--- src/rtl/bfp16_accumulator.sv ---
// ---------------------------------------------------------------------------
// bfp16_accumulator
//
// Reduces a stream of BFP16 values (1 sign, 8 exponent bias 127, 7 fraction)
// to one BFP16 sum per stream. Each accepted element is added to the running
// accumulator by a small multi-cycle FSM: IDLE (accept) -> ALIGN -> ADD ->
// NORM, then OUT when the element carried in_last.
//
// Optional feature macro: BFP16_ACC_RNE_EN
//   defined   : NORM rounds to nearest, ties-to-even (guard bits + sticky)
//   undefined : NORM truncates the fraction; no sticky logic is built
//
// Parameters
//   GUARD_BITS  extra LSBs kept below the fraction during align/add (>= 2)
//   CNT_W       width of the per-stream element counter
//
// Ports
//   clk        clock, all logic on posedge
//   rst        synchronous active-high reset, aborts any stream in flight
//   in_valid   in_data/in_last valid
//   in_ready   element can be accepted this cycle (IDLE only)
//   in_data    BFP16 operand
//   in_last    final element of the current stream
//   out_valid  out_data/out_count valid, held until out_ready
//   out_ready  consumer accepts the result
//   out_data   BFP16 stream sum
//   out_count  elements accepted in the stream, saturating
//   busy       FSM not in IDLE
// ---------------------------------------------------------------------------
module bfp16_accumulator #(
    parameter int GUARD_BITS = 3,
    parameter int CNT_W      = 16
) (
    input  logic             clk,
    input  logic             rst,
    input  logic             in_valid,
    output logic             in_ready,
    input  logic [15:0]      in_data,
    input  logic             in_last,
    output logic             out_valid,
    input  logic             out_ready,
    output logic [15:0]      out_data,
    output logic [CNT_W-1:0] out_count,
    output logic             busy
);
    localparam int            MW   = 8 + GUARD_BITS;  // {1, frac, guard}
    localparam logic [15:0]   QNAN = 16'h7FC0;
    localparam logic [MW-1:0] ONES = '1;

    typedef enum logic [2:0] {
        S_IDLE,
        S_ALIGN,
        S_ADD,
        S_NORM,
        S_OUT
    } state_t;

    state_t           state_q, state_d;
    logic [15:0]      acc_q, acc_d;
    logic [CNT_W-1:0] count_q, count_d;
    logic [15:0]      x_q, x_d;
    logic             last_q, last_d;
    logic [MW-1:0]    mag_a_q, mag_a_d;
    logic [MW-1:0]    mag_b_q, mag_b_d;
    logic             sign_a_q, sign_a_d;
    logic             sign_b_q, sign_b_d;
    logic [7:0]       exp_q, exp_d;
    logic             special_q, special_d;
    logic [15:0]      special_val_q, special_val_d;
    logic [MW:0]      sum_q, sum_d;
    logic             sum_sign_q, sum_sign_d;
`ifdef BFP16_ACC_RNE_EN
    logic             sticky_q, sticky_d;
    logic             sticky_n;
    logic             round_up;
    logic [8:0]       mant_r;
`endif

    // Combinational temporaries
    logic [7:0]       ea, eb, diff, lz;
    logic             a_nan, b_nan, a_inf, b_inf;
    logic [MW-1:0]    ma, mb, norm;
    logic signed [9:0] e_n;
    logic [6:0]       frac;
    logic             flush;

    // Leading-zero count of a nonzero mantissa (MSB-first).
    function automatic logic [7:0] lead_zeros(input logic [MW-1:0] v);
        logic [7:0] n;
        n = 8'(MW);
        for (int i = 0; i < MW; i++) begin
            if (v[i]) n = 8'(MW - 1 - i);
        end
        return n;
    endfunction

    // NOTE: every always_comb output gets a default first so no path leaves
    // a variable unassigned, which would otherwise infer a latch.
    always_comb begin
        state_d       = state_q;
        acc_d         = acc_q;
        count_d       = count_q;
        x_d           = x_q;
        last_d        = last_q;
        mag_a_d       = mag_a_q;
        mag_b_d       = mag_b_q;
        sign_a_d      = sign_a_q;
        sign_b_d      = sign_b_q;
        exp_d         = exp_q;
        special_d     = special_q;
        special_val_d = special_val_q;
        sum_d         = sum_q;
        sum_sign_d    = sum_sign_q;
`ifdef BFP16_ACC_RNE_EN
        sticky_d      = sticky_q;
        sticky_n      = 1'b0;
        round_up      = 1'b0;
        mant_r        = '0;
`endif
        ea    = acc_q[14:7];
        eb    = x_q[14:7];
        a_nan = (ea == 8'hFF) && (acc_q[6:0] != 7'h0);
        b_nan = (eb == 8'hFF) && (x_q[6:0] != 7'h0);
        a_inf = (ea == 8'hFF) && (acc_q[6:0] == 7'h0);
        b_inf = (eb == 8'hFF) && (x_q[6:0] == 7'h0);
        // Zero exponent flushes the operand to zero regardless of sign.
        ma    = (ea == 8'h00) ? '0 : {1'b1, acc_q[6:0], {GUARD_BITS{1'b0}}};
        mb    = (eb == 8'h00) ? '0 : {1'b1, x_q[6:0], {GUARD_BITS{1'b0}}};
        diff  = '0;
        lz    = '0;
        norm  = '0;
        e_n   = '0;
        frac  = '0;
        flush = 1'b0;

        in_ready  = (state_q == S_IDLE);
        busy      = (state_q != S_IDLE);
        out_valid = (state_q == S_OUT);
        out_data  = (state_q == S_OUT) ? acc_q : 16'h0000;
        out_count = (state_q == S_OUT) ? count_q : '0;

        unique case (state_q)
            S_IDLE: begin
                if (in_valid) begin
                    x_d     = in_data;
                    last_d  = in_last;
                    count_d = (&count_q) ? count_q : count_q + 1'b1;
                    state_d = S_ALIGN;
                end
            end
            S_ALIGN: begin
                // Specials are resolved here and bypass the arithmetic; a NaN
                // accumulator stays NaN for the rest of the stream.
                special_d = 1'b1;
                if (a_nan || b_nan)      special_val_d = QNAN;
                else if (a_inf && b_inf) special_val_d = (acc_q[15] == x_q[15]) ? acc_q : QNAN;
                else if (a_inf)          special_val_d = acc_q;
                else if (b_inf)          special_val_d = x_q;
                else                     special_d     = 1'b0;
                sign_a_d = acc_q[15];
                sign_b_d = x_q[15];
                // Shifts of MW or more clear the smaller operand entirely.
                if (ea >= eb) begin
                    exp_d   = ea;
                    diff    = ea - eb;
                    mag_a_d = ma;
                    mag_b_d = mb >> diff;
`ifdef BFP16_ACC_RNE_EN
                    sticky_d = |(mb & ~(ONES << diff));
`endif
                end else begin
                    exp_d   = eb;
                    diff    = eb - ea;
                    mag_a_d = ma >> diff;
                    mag_b_d = mb;
`ifdef BFP16_ACC_RNE_EN
                    sticky_d = |(ma & ~(ONES << diff));
`endif
                end
                state_d = S_ADD;
            end
            S_ADD: begin
                if (sign_a_q == sign_b_q) begin
                    sum_d      = {1'b0, mag_a_q} + {1'b0, mag_b_q};
                    sum_sign_d = sign_a_q;
                end else if (mag_a_q >= mag_b_q) begin
                    sum_d      = {1'b0, mag_a_q - mag_b_q};
                    sum_sign_d = sign_a_q;
                end else begin
                    sum_d      = {1'b0, mag_b_q - mag_a_q};
                    sum_sign_d = sign_b_q;
                end
                state_d = S_NORM;
            end
            S_NORM: begin
                if (special_q) begin
                    acc_d = special_val_q;
                end else if (sum_q == '0) begin
                    acc_d = 16'h0000;  // exact cancellation is always +0
                end else begin
                    if (sum_q[MW]) begin
                        norm = sum_q[MW:1];
                        e_n  = $signed({2'b00, exp_q}) + 10'sd1;
`ifdef BFP16_ACC_RNE_EN
                        sticky_n = sticky_q | sum_q[0];
`endif
                    end else begin
                        lz   = lead_zeros(sum_q[MW-1:0]);
                        norm = sum_q[MW-1:0] << lz;
                        e_n  = $signed({2'b00, exp_q}) - $signed({2'b00, lz});
`ifdef BFP16_ACC_RNE_EN
                        sticky_n = sticky_q;
`endif
                    end
                    flush = (e_n <= 10'sd0);
                    frac  = 7'(norm >> GUARD_BITS);
`ifdef BFP16_ACC_RNE_EN
                    round_up = norm[GUARD_BITS-1]
                             & ((|norm[GUARD_BITS-2:0]) | sticky_n | frac[0]);
                    mant_r   = {2'b01, frac} + 9'(round_up);
                    if (mant_r[8]) begin
                        frac = 7'h00;
                        e_n  = e_n + 10'sd1;
                    end else begin
                        frac = 7'(mant_r);
                    end
`endif
                    if (flush)                acc_d = 16'h0000;
                    else if (e_n >= 10'sd255) acc_d = {sum_sign_q, 8'hFF, 7'h00};
                    else                      acc_d = {sum_sign_q, e_n[7:0], frac};
                end
                state_d = last_q ? S_OUT : S_IDLE;
            end
            S_OUT: begin
                if (out_ready) begin
                    acc_d   = 16'h0000;
                    count_d = '0;
                    state_d = S_IDLE;
                end
            end
            default: state_d = S_IDLE;
        endcase
    end

    // NOTE: sequential state uses non-blocking assignments only, so every
    // flop samples the pre-edge value of every other flop.
    // NOTE: all registers, including the datapath, are reset so an aborted
    // stream leaves no partial state behind.
    always_ff @(posedge clk) begin
        if (rst) begin
            state_q       <= S_IDLE;
            acc_q         <= 16'h0000;
            count_q       <= '0;
            x_q           <= 16'h0000;
            last_q        <= 1'b0;
            mag_a_q       <= '0;
            mag_b_q       <= '0;
            sign_a_q      <= 1'b0;
            sign_b_q      <= 1'b0;
            exp_q         <= 8'h00;
            special_q     <= 1'b0;
            special_val_q <= 16'h0000;
            sum_q         <= '0;
            sum_sign_q    <= 1'b0;
`ifdef BFP16_ACC_RNE_EN
            sticky_q      <= 1'b0;
`endif
        end else begin
            state_q       <= state_d;
            acc_q         <= acc_d;
            count_q       <= count_d;
            x_q           <= x_d;
            last_q        <= last_d;
            mag_a_q       <= mag_a_d;
            mag_b_q       <= mag_b_d;
            sign_a_q      <= sign_a_d;
            sign_b_q      <= sign_b_d;
            exp_q         <= exp_d;
            special_q     <= special_d;
            special_val_q <= special_val_d;
            sum_q         <= sum_d;
            sum_sign_q    <= sum_sign_d;
`ifdef BFP16_ACC_RNE_EN
            sticky_q      <= sticky_d;
`endif
        end
    end

endmodule

--- config.mk ---
export PLATFORM = sky130hd
export DESIGN_NAME = bfp16_accumulator
export DESIGN_NICKNAME = d
export VERILOG_FILES = /design/src/rtl/bfp16_accumulator.sv
export SDC_FILE = /design/constraint.sdc
export NUM_CORES = 1
export LEC_CHECK = 0
export CAP_MARGIN = 20
export CORE_ASPECT_RATIO = 1.5
export CORE_MARGIN = 2
export CORE_UTILIZATION = 53
export DETAILED_ROUTE_END_ITERATION = 12
export GPL_TIMING_DRIVEN = 0
export HOLD_SLACK_MARGIN = 0.02
export MAX_ROUTING_LAYER = met4
export PLACE_DENSITY = 0.73
export SLEW_MARGIN = 15
export SYNTH_ARGS = -nofsm -noshare
export SYNTH_HDL_FRONTEND = slang
export SYNTH_SLANG_ARGS = --single-unit
--- constraint.sdc ---
create_clock -name clk -period 9.06 [get_ports clk]
set_input_delay 0.906 -clock clk [delete_from_list [all_inputs] [get_ports clk]]
set_output_delay 0.906 -clock clk [all_outputs]
set_load 0.02 [all_outputs]
After elaboration in Yosys (flattened, before gate mapping). Cells that the tools add are included.

Memories kept: 0. Word-level logic and storage cells: 117. Register bits after elaboration: 114. Bits of input ports: 21. ROM bits: 0. RAM bits: 0. Latch bits: 0. Output and inout bits: 35.

Bitwise gates (word level): 0. Reductions and logical operators: 24. Order comparisons: 4. Eq/ne operators: 11. $add $sub $neg: 8. Mux-type cells: 53. Divide/modulo/power cells: 0. Shifts and indexed selects: 3. Multipliers: 0.

Operator list (number): $mux 16 (13); $mux 8 (15); $pmux 16 s2 (2); $mux 11 (5); $mux 10 (5); $shr 11x8->11 (2); $sub 11x11->11 (2); $add 16x1->16 const B (1); $eq 8x8->1 const B (2); $logic_not 8->1 (2); $reduce_and 16->1 (1); $sub 8x8->8 (2); $mux 15 (1); $pmux 3 s5 (1); $logic_not 7->1 (2); $reduce_bool 7->1 (2); $add 11x11->12 (1); $logic_not 12->1 (1); $mux 12 (1); $ge 11x11->1 (1); $shl 11x8->10 (1); $ge 10x9->1 const B (1); $le 10x1->1 const B (1); $add 8x1->9 const B (1); 18 further kinds (37).

Longest topological paths before layout. Gate-level depths: netlist of the first run.

Word-level depth: 26. Gate-level depth with buffers: 14. Mapped depth without buffers: 13.

Worst setup path before layout of the first run. Ideal clock, no wire load.

Path type: reg-to-reg. Start: register sum_q[4]. End: register acc_q[7]. Cell stages (with the launch flop): 15. Path slack: 5.698 ns. Required time: 8.974 ns. Arrival: 3.276 ns. Clock period less this slack: 3.362 ns. Buffers on the path: 1. Library setup time: 0.086 ns. Cell sequence: dfxtp_1 -> buf_2 -> inv_1 -> a221oi_1 -> o221ai_2 -> ha_1 -> fa_1 -> nor2b_1 -> o21ai_0 -> a22oi_1 -> xor2_1 -> a2111oi_0 -> a31oi_1 -> a21bo_2 -> a211oi_1.

Longest elaborated chain between the ends: 22. Elaborated cells between the ends (all ways): 24. Classes of those cells: 1 x add/sub; 2 x order compare; 20 x mux; 1 x reduce/logical.

RTL lines: start: declaration (RTL line 70) `logic [MW:0] sum_q, sum_d;`; start signal: assignment (RTL line 281) `sum_q <= sum_d;`; $mux 8 (7 in series) (RTL line 92) `if (v[i]) n = 8'(MW - 1 - i);`; $mux 8 (RTL line 201) `if (sum_q[MW]) begin`; $mux 8 (RTL line 198) `end else if (sum_q == '0) begin`; $mux 8 (RTL line 196) `if (special_q) begin`; $mux 8 (RTL line 142) `unique case (state_q)`; $sub 8x8->9 (RTL line 210) `e_n = $signed({2'b00, exp_q}) - $signed({2'b00, lz});`; $mux 10 (RTL line 201); $mux 10 (RTL line 198); $mux 10 (RTL line 196); $mux 10 (RTL line 142); $ge 10x9->1 (RTL line 229) `else if (e_n >= 10'sd255) acc_d = {sum_sign_q, 8'hFF, 7'h00};`; $mux 15 (RTL line 229); $mux 16 (RTL line 228) `if (flush) acc_d = 16'h0000;`; $mux 16 * (RTL line 198); $mux 16 * (RTL line 196); $pmux 16 s2 * (RTL line 142); end signal: assignment (RTL line 252) `acc_q <= 16'h0000;`; end signal: assignment (RTL line 270) `acc_q <= acc_d;`; end: declaration (RTL line 59) `logic [15:0] acc_q, acc_d;`.

Mark *: on every way between the ends. The rest lies on a longest branch, timed or not. The select of a mux whose other input is x is not followed. A chain may end at the register's enable or synchronous reset.

Final worst setup path of the first run.
Start: register sum_q[4]. End: register acc_q[4].

The elaborated chain is that of the path after synthesis.

==> flow_metrics.py, run 1 <==
metrics = {
    "global_route": {
        "gr-total-overflow": 0,
        "antenna_found_initial": 0,
        "busiest_layer": "met2",
        "track_usage_pct": 32.0,
        "grtUsageMet1_pct": 35.8,
        "grt_pass1_wl_um": 42400,
        "grt_max_degree": 17,
        "grt_use_met3_pct": 5.06,
        "use_met2_pct": 55.3,
        "grt_pass1_vias": 8180,
    },
    "worst_setup_path": {
        "setup.worst_path.class": "reg2reg",
        "cp_max_fo": 9,
        "critPathCaptureType": "register",
        "crit_required_ns": 9.38,
        "critical_path_arrival_ns": 4.35,
        "start_kind": "register",
    },
    "yosys": {
        "synthArstFlopShare_pct": 0,
        "synth_nets": 1210,
        "ys_seq_elements": 114,
        "seq_area_frac_synth_pct": 26.6,
        "synth_cells": 1128,
        "synth-edff-count": 0,
        "yosys.area.top_type": "dfxtp_1",
        "synth_cell_type_count": 82,
        "synth.most_common_cell": "nor2_1",
        "synth_area_leaders": "dfxtp_1, ha_1, nor2_1",
        "synth_warnings": 0,
        "synth_top_cells_by_count": "nor2_1, dfxtp_1, nand2_1, a21oi_1, inv_1",
        "synth_top_area_share_pct": 26.6,
        "netlist_area_um2": 8570,
        "syn_avg_cell_area_um2": 7.60,
        "synth_top_flop_cell": "dfxtp_1",
    },
    "floorplanning": {
        "initial_core_util_pct": 53.4,
        "boundaryPins": 56,
        "die_w_um": 108,
        "rows": 57,
        "die-area_um2": 17200,
        "core_region_area_um2": 16000,
        "die_h_um": 160,
    },
    "power": {
        "leakagePower_nw": 3.88,
        "vdd_ir_drop_max_mv": 0.131,
        "comb_power_share_pct": 29.2,
        "p_sw_uw": 624,
        "power_density_nw_per_um2": 176,
        "p_int_mw": 1.14,
        "swShare_pct": 35.5,
        "clkPwrFrac_pct": 39.6,
        "seqPwrFrac_pct": 31.1,
    },
    "drt": {
        "vias": 8642,
        "drt_pass1_iterations": 5,
        "wl_um": 26800,
        "wire_per_inst_um": 18.8,
        "drt-vias-per-instance": 6.08,
        "ant_nets": 0,
        "drcViolationCount": 0,
        "drtIter0Drc": 488,
    },
    "sta": {
        "worstMarginPinSlew_ns": 0.741,
        "setup_slack_ns": 5.04,
        "min_period_ns": 4.02,
        "rsz0062_at_grt": "false",
        "fmax_mhz": 248,
        "fin_crit_sh_pct": 44.4,
        "drv_slew": 0,
        "hold_viol": 0,
        "fin_tns_setup_ns": 0,
        "finClkSkew_ns": 0.0197,
        "setup_viol_count_final": 0,
        "max_slew_margin_pct": 50.6,
    },
    "clock_tree": {
        "clkSinkCount": 114,
        "clockBufferDepth": 2,
        "cts_tree": "yes",
        "clockRootBuffer": "clkbuf_16",
        "insertion_delay_ns": 0.43,
        "cts_buffers": 17,
        "postCtsResizedCells": 0,
        "htree_levels": 4,
        "path_clk_slew_ns": 0.06,
        "cts_setup_buffers": 0,
        "cts_hold_buffers": 0,
    },
    "cells_and_area": {
        "drive_gt1_share_pct": 6.01,
        "multi_input_area_um2": 5740,
        "fin_area_um2": 9990,
        "seq_area_um2": 2280,
        "antenna_cells": 0,
        "final.fill_count": 1509,
        "fin_util_pct": 62.3,
        "fin_nets": 1284,
        "area_growth_pct": 16.5,
    },
    "run": {
        "drv_cap": 0,
    },
    "placement": {
        "port_buffers": 55,
        "dp_hpwl_um": 20700,
        "finalWeightedCongestion": 1.00,
        "dpl_cell_area_um2": 9380,
        "dp_slack_ns": 5.14,
    },
    "min_path": {
        "worstHoldPathType": "reg2reg",
    },
    "status": {
        "status": "finished, final reports clean",
    },
}
power by group through the flow:
stage | clock network (mW) | registers [mW] | logic [mW]
after detailed placement | 0 | 0.558 | 0.501
after CTS | 0.697 | 0.547 | 0.507
after global routing | 0.721 | 0.550 | 0.564
after floorplan | 0 | 0.548 | 0.380
after global placement | 0 | 0.558 | 0.499
final | 0.698 | 0.548 | 0.515
sequential cells by signal, summed over array words and instances, names as in the netlist, 3 cells and up:
| register | cells |
|---|---|
| acc_q | 16 |
| count_q | 16 |
| special_val_q | 16 |
| x_q | 16 |
| sum_q | 12 |
| mag_a_q | 11 |
| mag_b_q | 11 |
| exp_q | 8 |
| state_q | 3 |
worst max-delay path, cell delays in order, from the launching register on:
cell	delay (ns)
dfxtp_1	0.30
buf_2	0.19
inv_1	0.06
a221oi_1	0.35
o221ai_2	0.33
ha_1	0.31
fa_1	0.39
nor2b_1	0.15
o21ai_0	0.15
a22oi_1	0.25
xor2_1	0.27
a2111oi_0	0.11
a31oi_1	0.54
nand2_1	0.21
o32ai_1	0.30
path summary, 6_finish.rpt:
check	from	slack (ns)	endpoint	cells after the start
setup / recovery	sum_q[4]	5.04	acc_q[4]	14
hold reg to reg	special_val_q[2]	0.46	special_val_q[2]	1
hold / removal	special_val_q[2]	0.46	special_val_q[2]	1
setup reg to reg	sum_q[4]	5.04	acc_q[4]	14
final cells by class:
type | instances | area share, %
repair buffers | 55 | 5.51
multi-input cells | 876 | 57.4
flip-flops and latches | 114 | 22.8
plain buffers | 69 | 2.96
clock buffers | 17 | 4.26
well taps | 206 | 2.58
clock inverters | 15 | 1.85
inverters | 69 | 2.59
cells in the final DEF (no fill, tap or decap), types with 23 or more instances in the layout:
master / count
ha_1: 55
and2_1: 46
o21ai_0: 52
dfxtp_1: 114
a21oi_1: 79
a211oi_1: 30
nor3_1: 31
nand3_1: 23
mux2i_1: 35
nand2_1: 109
inv_1: 67
clkdlybuf4s50_1: 55
clkbuf_1: 47
nor2_1: 127
stage by stage:
| stage | std cells | total power [mW] | hold WS [ns] |
|---|---|---|---|
| finish | 1421 | 1.76 | 0.463 |
| global route | 1421 | 1.84 | 0.479 |
| CTS | 1421 | 1.75 | 0.464 |
| detailed placement | 1389 | 1.06 | 0.446 |
| global placement | 1389 | 1.06 | 0.441 |
| floorplan | 1128 | 0.928 | 0.430 |
per-layer routing:
layer / vias to the layer above / routed length [um]
met1: 4085 / 10600
met2: 279 / 13700
met4: 0 / 1200
li1: 4202 / -
met5: - / 0
met3: 76 / 1250
cell families after synthesis:
| group | count (synthesis) | synth area share, % |
|---|---|---|
| AOI/OAI and AO/OA | 308 | 24.5 |
| xor gates and xnor gates | 29 | 2.96 |
| DFF | 114 | 26.6 |
| muxes | 37 | 4.35 |
| and+or+nand+nor | 441 | 25.7 |
| adders and majority gates | 61 | 9.43 |
| buffers and inverters | 138 | 6.47 |
(Power assumes the default switching activity.)
==> inputs of run 2 (changes only) <==
- PLACE_DENSITY: 0.73 -> 0.76
- clock period: 9.06 -> 3.6 ns (I/O delays scaled with it)
==> run 2 against run 1 <==
Effect of this change: global-route usage grew 0.86 points; first-iteration DRC count grew 57%; critical path depth shrank 4.
==> flow_metrics.py, run 2 (same netlist as run 1, synthesis figures left out) <==
metrics = {
    "status": {
        "status": "finished, final reports clean",
    },
    "placement": {
        "finalWeightedCongestion": 1.01,
        "dp_slack_ns": -0.351,
        "dp.cells": 1389,
        "port_buffers": 55,
        "dpl_cell_area_um2": 9380,
        "dp_hpwl_um": 20900,
    },
    "sta": {
        "min_period_ns": 3.41,
        "fmax_mhz": 293,
        "setup_viol_count_final": 0,
        "fin_crit_sh_pct": 94.9,
        "finClkSkew_ns": 0.0158,
        "fin_tns_setup_ns": 0,
        "hold_viol": 0,
        "drv_slew": 0,
        "worstMarginPinSlew_ns": 0.793,
        "whs_ns": 0.463,
        "setup_slack_ns": 0.185,
        "max_slew_margin_pct": 46.4,
    },
    "global_route": {
        "grt_pass1_wl_um": 43600,
        "grt_pass1_vias": 8483,
        "grt_max_degree": 17,
        "gr-total-overflow": 0,
        "track_usage_pct": 32.9,
        "antenna_found_initial": 0,
    },
    "clock_tree": {
        "clockRootBuffer": "clkbuf_16",
        "clockBufferDepth": 2,
        "path_clk_slew_ns": 0.07,
        "htree_levels": 4,
        "cts_tree": "yes",
        "cts_hold_buffers": 0,
        "clkSinkCount": 114,
        "cts_buffers": 17,
        "insertion_delay_ns": 0.44,
    },
    "worst_setup_path": {
        "max_stage_delay_ns": 0.59,
        "path_cells": "inv_1 -> ha_1 -> buf_2 -> a2111oi_0 -> o221ai_1 -> a311oi_1 -> o211ai_1 -> nor4_2 -> a211oi_1 -> a2111oi_1",
        "r2r_slack_ns": 0.19,
        "slowest_stage": "dfxtp_1",
        "critical_path_arrival_ns": 3.71,
        "rr_startpoint": "acc_q[11]",
        "cp_max_fo": 10,
        "reg2reg_depth": 10,
        "crit_family": "compound AO/OA/AOI/OAI gates",
        "setup.worst_path.class": "reg2reg",
        "critPathCaptureType": "register",
        "crit_required_ns": 3.90,
        "startpoint": "acc_q[11]",
        "path_buf_inv": 2,
        "reg2reg_to": "mag_a_q[9]",
        "start_kind": "register",
    },
    "floorplanning": {
        "core_region_area_um2": 16000,
        "rows": 57,
        "die_w_um": 108,
        "boundaryPins": 56,
        "initial_core_util_pct": 53.4,
        "die_h_um": 160,
        "die-area_um2": 17200,
    },
    "drt": {
        "vias": 8782,
        "wl_um": 27200,
        "drtIter0Drc": 765,
        "ant_nets": 0,
        "wire_per_inst_um": 19.1,
        "drt_pass1_iterations": 7,
        "drcViolationCount": 0,
        "drt-vias-per-instance": 6.17,
    },
    "cells_and_area": {
        "final_common_cell": "nor2_1",
        "area_growth_pct": 17.7,
        "drive_gt1_share_pct": 7.72,
        "fin_nets": 1287,
        "fin_util_pct": 62.9,
        "final_cell_mix": "nor2_1, dfxtp_1, nand2_1, a21oi_1, inv_1",
        "layout.cells.non_filler": 1424,
        "antenna_cells": 0,
        "fin_area_um2": 10100,
    },
    "power": {
        "power_density_nw_per_um2": 439,
        "vdd_ir_drop_max_mv": 0.337,
        "power_mw": 4.43,
        "leakagePower_nw": 3.91,
    },
    "min_path": {
        "worstHoldPathCells": 1,
        "worstHoldStart": "special_val_q[1]",
        "worstHoldPathType": "reg2reg",
        "hold_end": "special_val_q[1]",
    },
    "run": {
        "drv_cap": 0,
    },
}
## run 2: cell type report
type	count	area, um2
clock buffer	17	425
clock inverter	15	160
multi-input combinational	876	5830
buffer	68	295
inverter	69	260
sequential	114	2280
timing repair buffer	59	581
tap	206	258
fill	1455	5950
## run 2: what timing repair did
item | 4_1_cts | 5_1_grt
gates resized for setup | 7 | 16
endpoints found under the setup margin | 15 | 23
buffers inserted | 2 | 2
pin swaps | 1 | 5
## run 2: how the worst max path moves through the flow
stage,to,slack [ns],depth (start not counted)
after floorplan,acc_q[7],0.24,14
after global placement,acc_q[5],-0.27,14
after detailed placement,acc_q[6],-0.35,14
after CTS,acc_q[6],0.05,14
after global routing,acc_q[6],-0.02,14
final,mag_a_q[9],0.19,10
## run 2: report_power, final
group	total (mW)	switching, mW	leakage [nW]	internal (mW)
combinational	1.37	0.841	2.69	0.527
clock	1.69	0.708	0.290	0.981
sequential	1.38	0.0652	0.926	1.31
total	4.43	1.61	3.91	2.82
## run 2: per-layer routing
| layer | routed length (um) | up-vias | global-route usage, % |
|---|---|---|---|
| met3 | 1360 | 122 | 4.20 |
| met2 | 13500 | 345 | 55.8 |
| met1 | 10600 | 4111 | 36.3 |
| met4 | 1810 | 0 | 19.3 |
| li1 | - | 4204 | - |
| met5 | 0 | - | - |
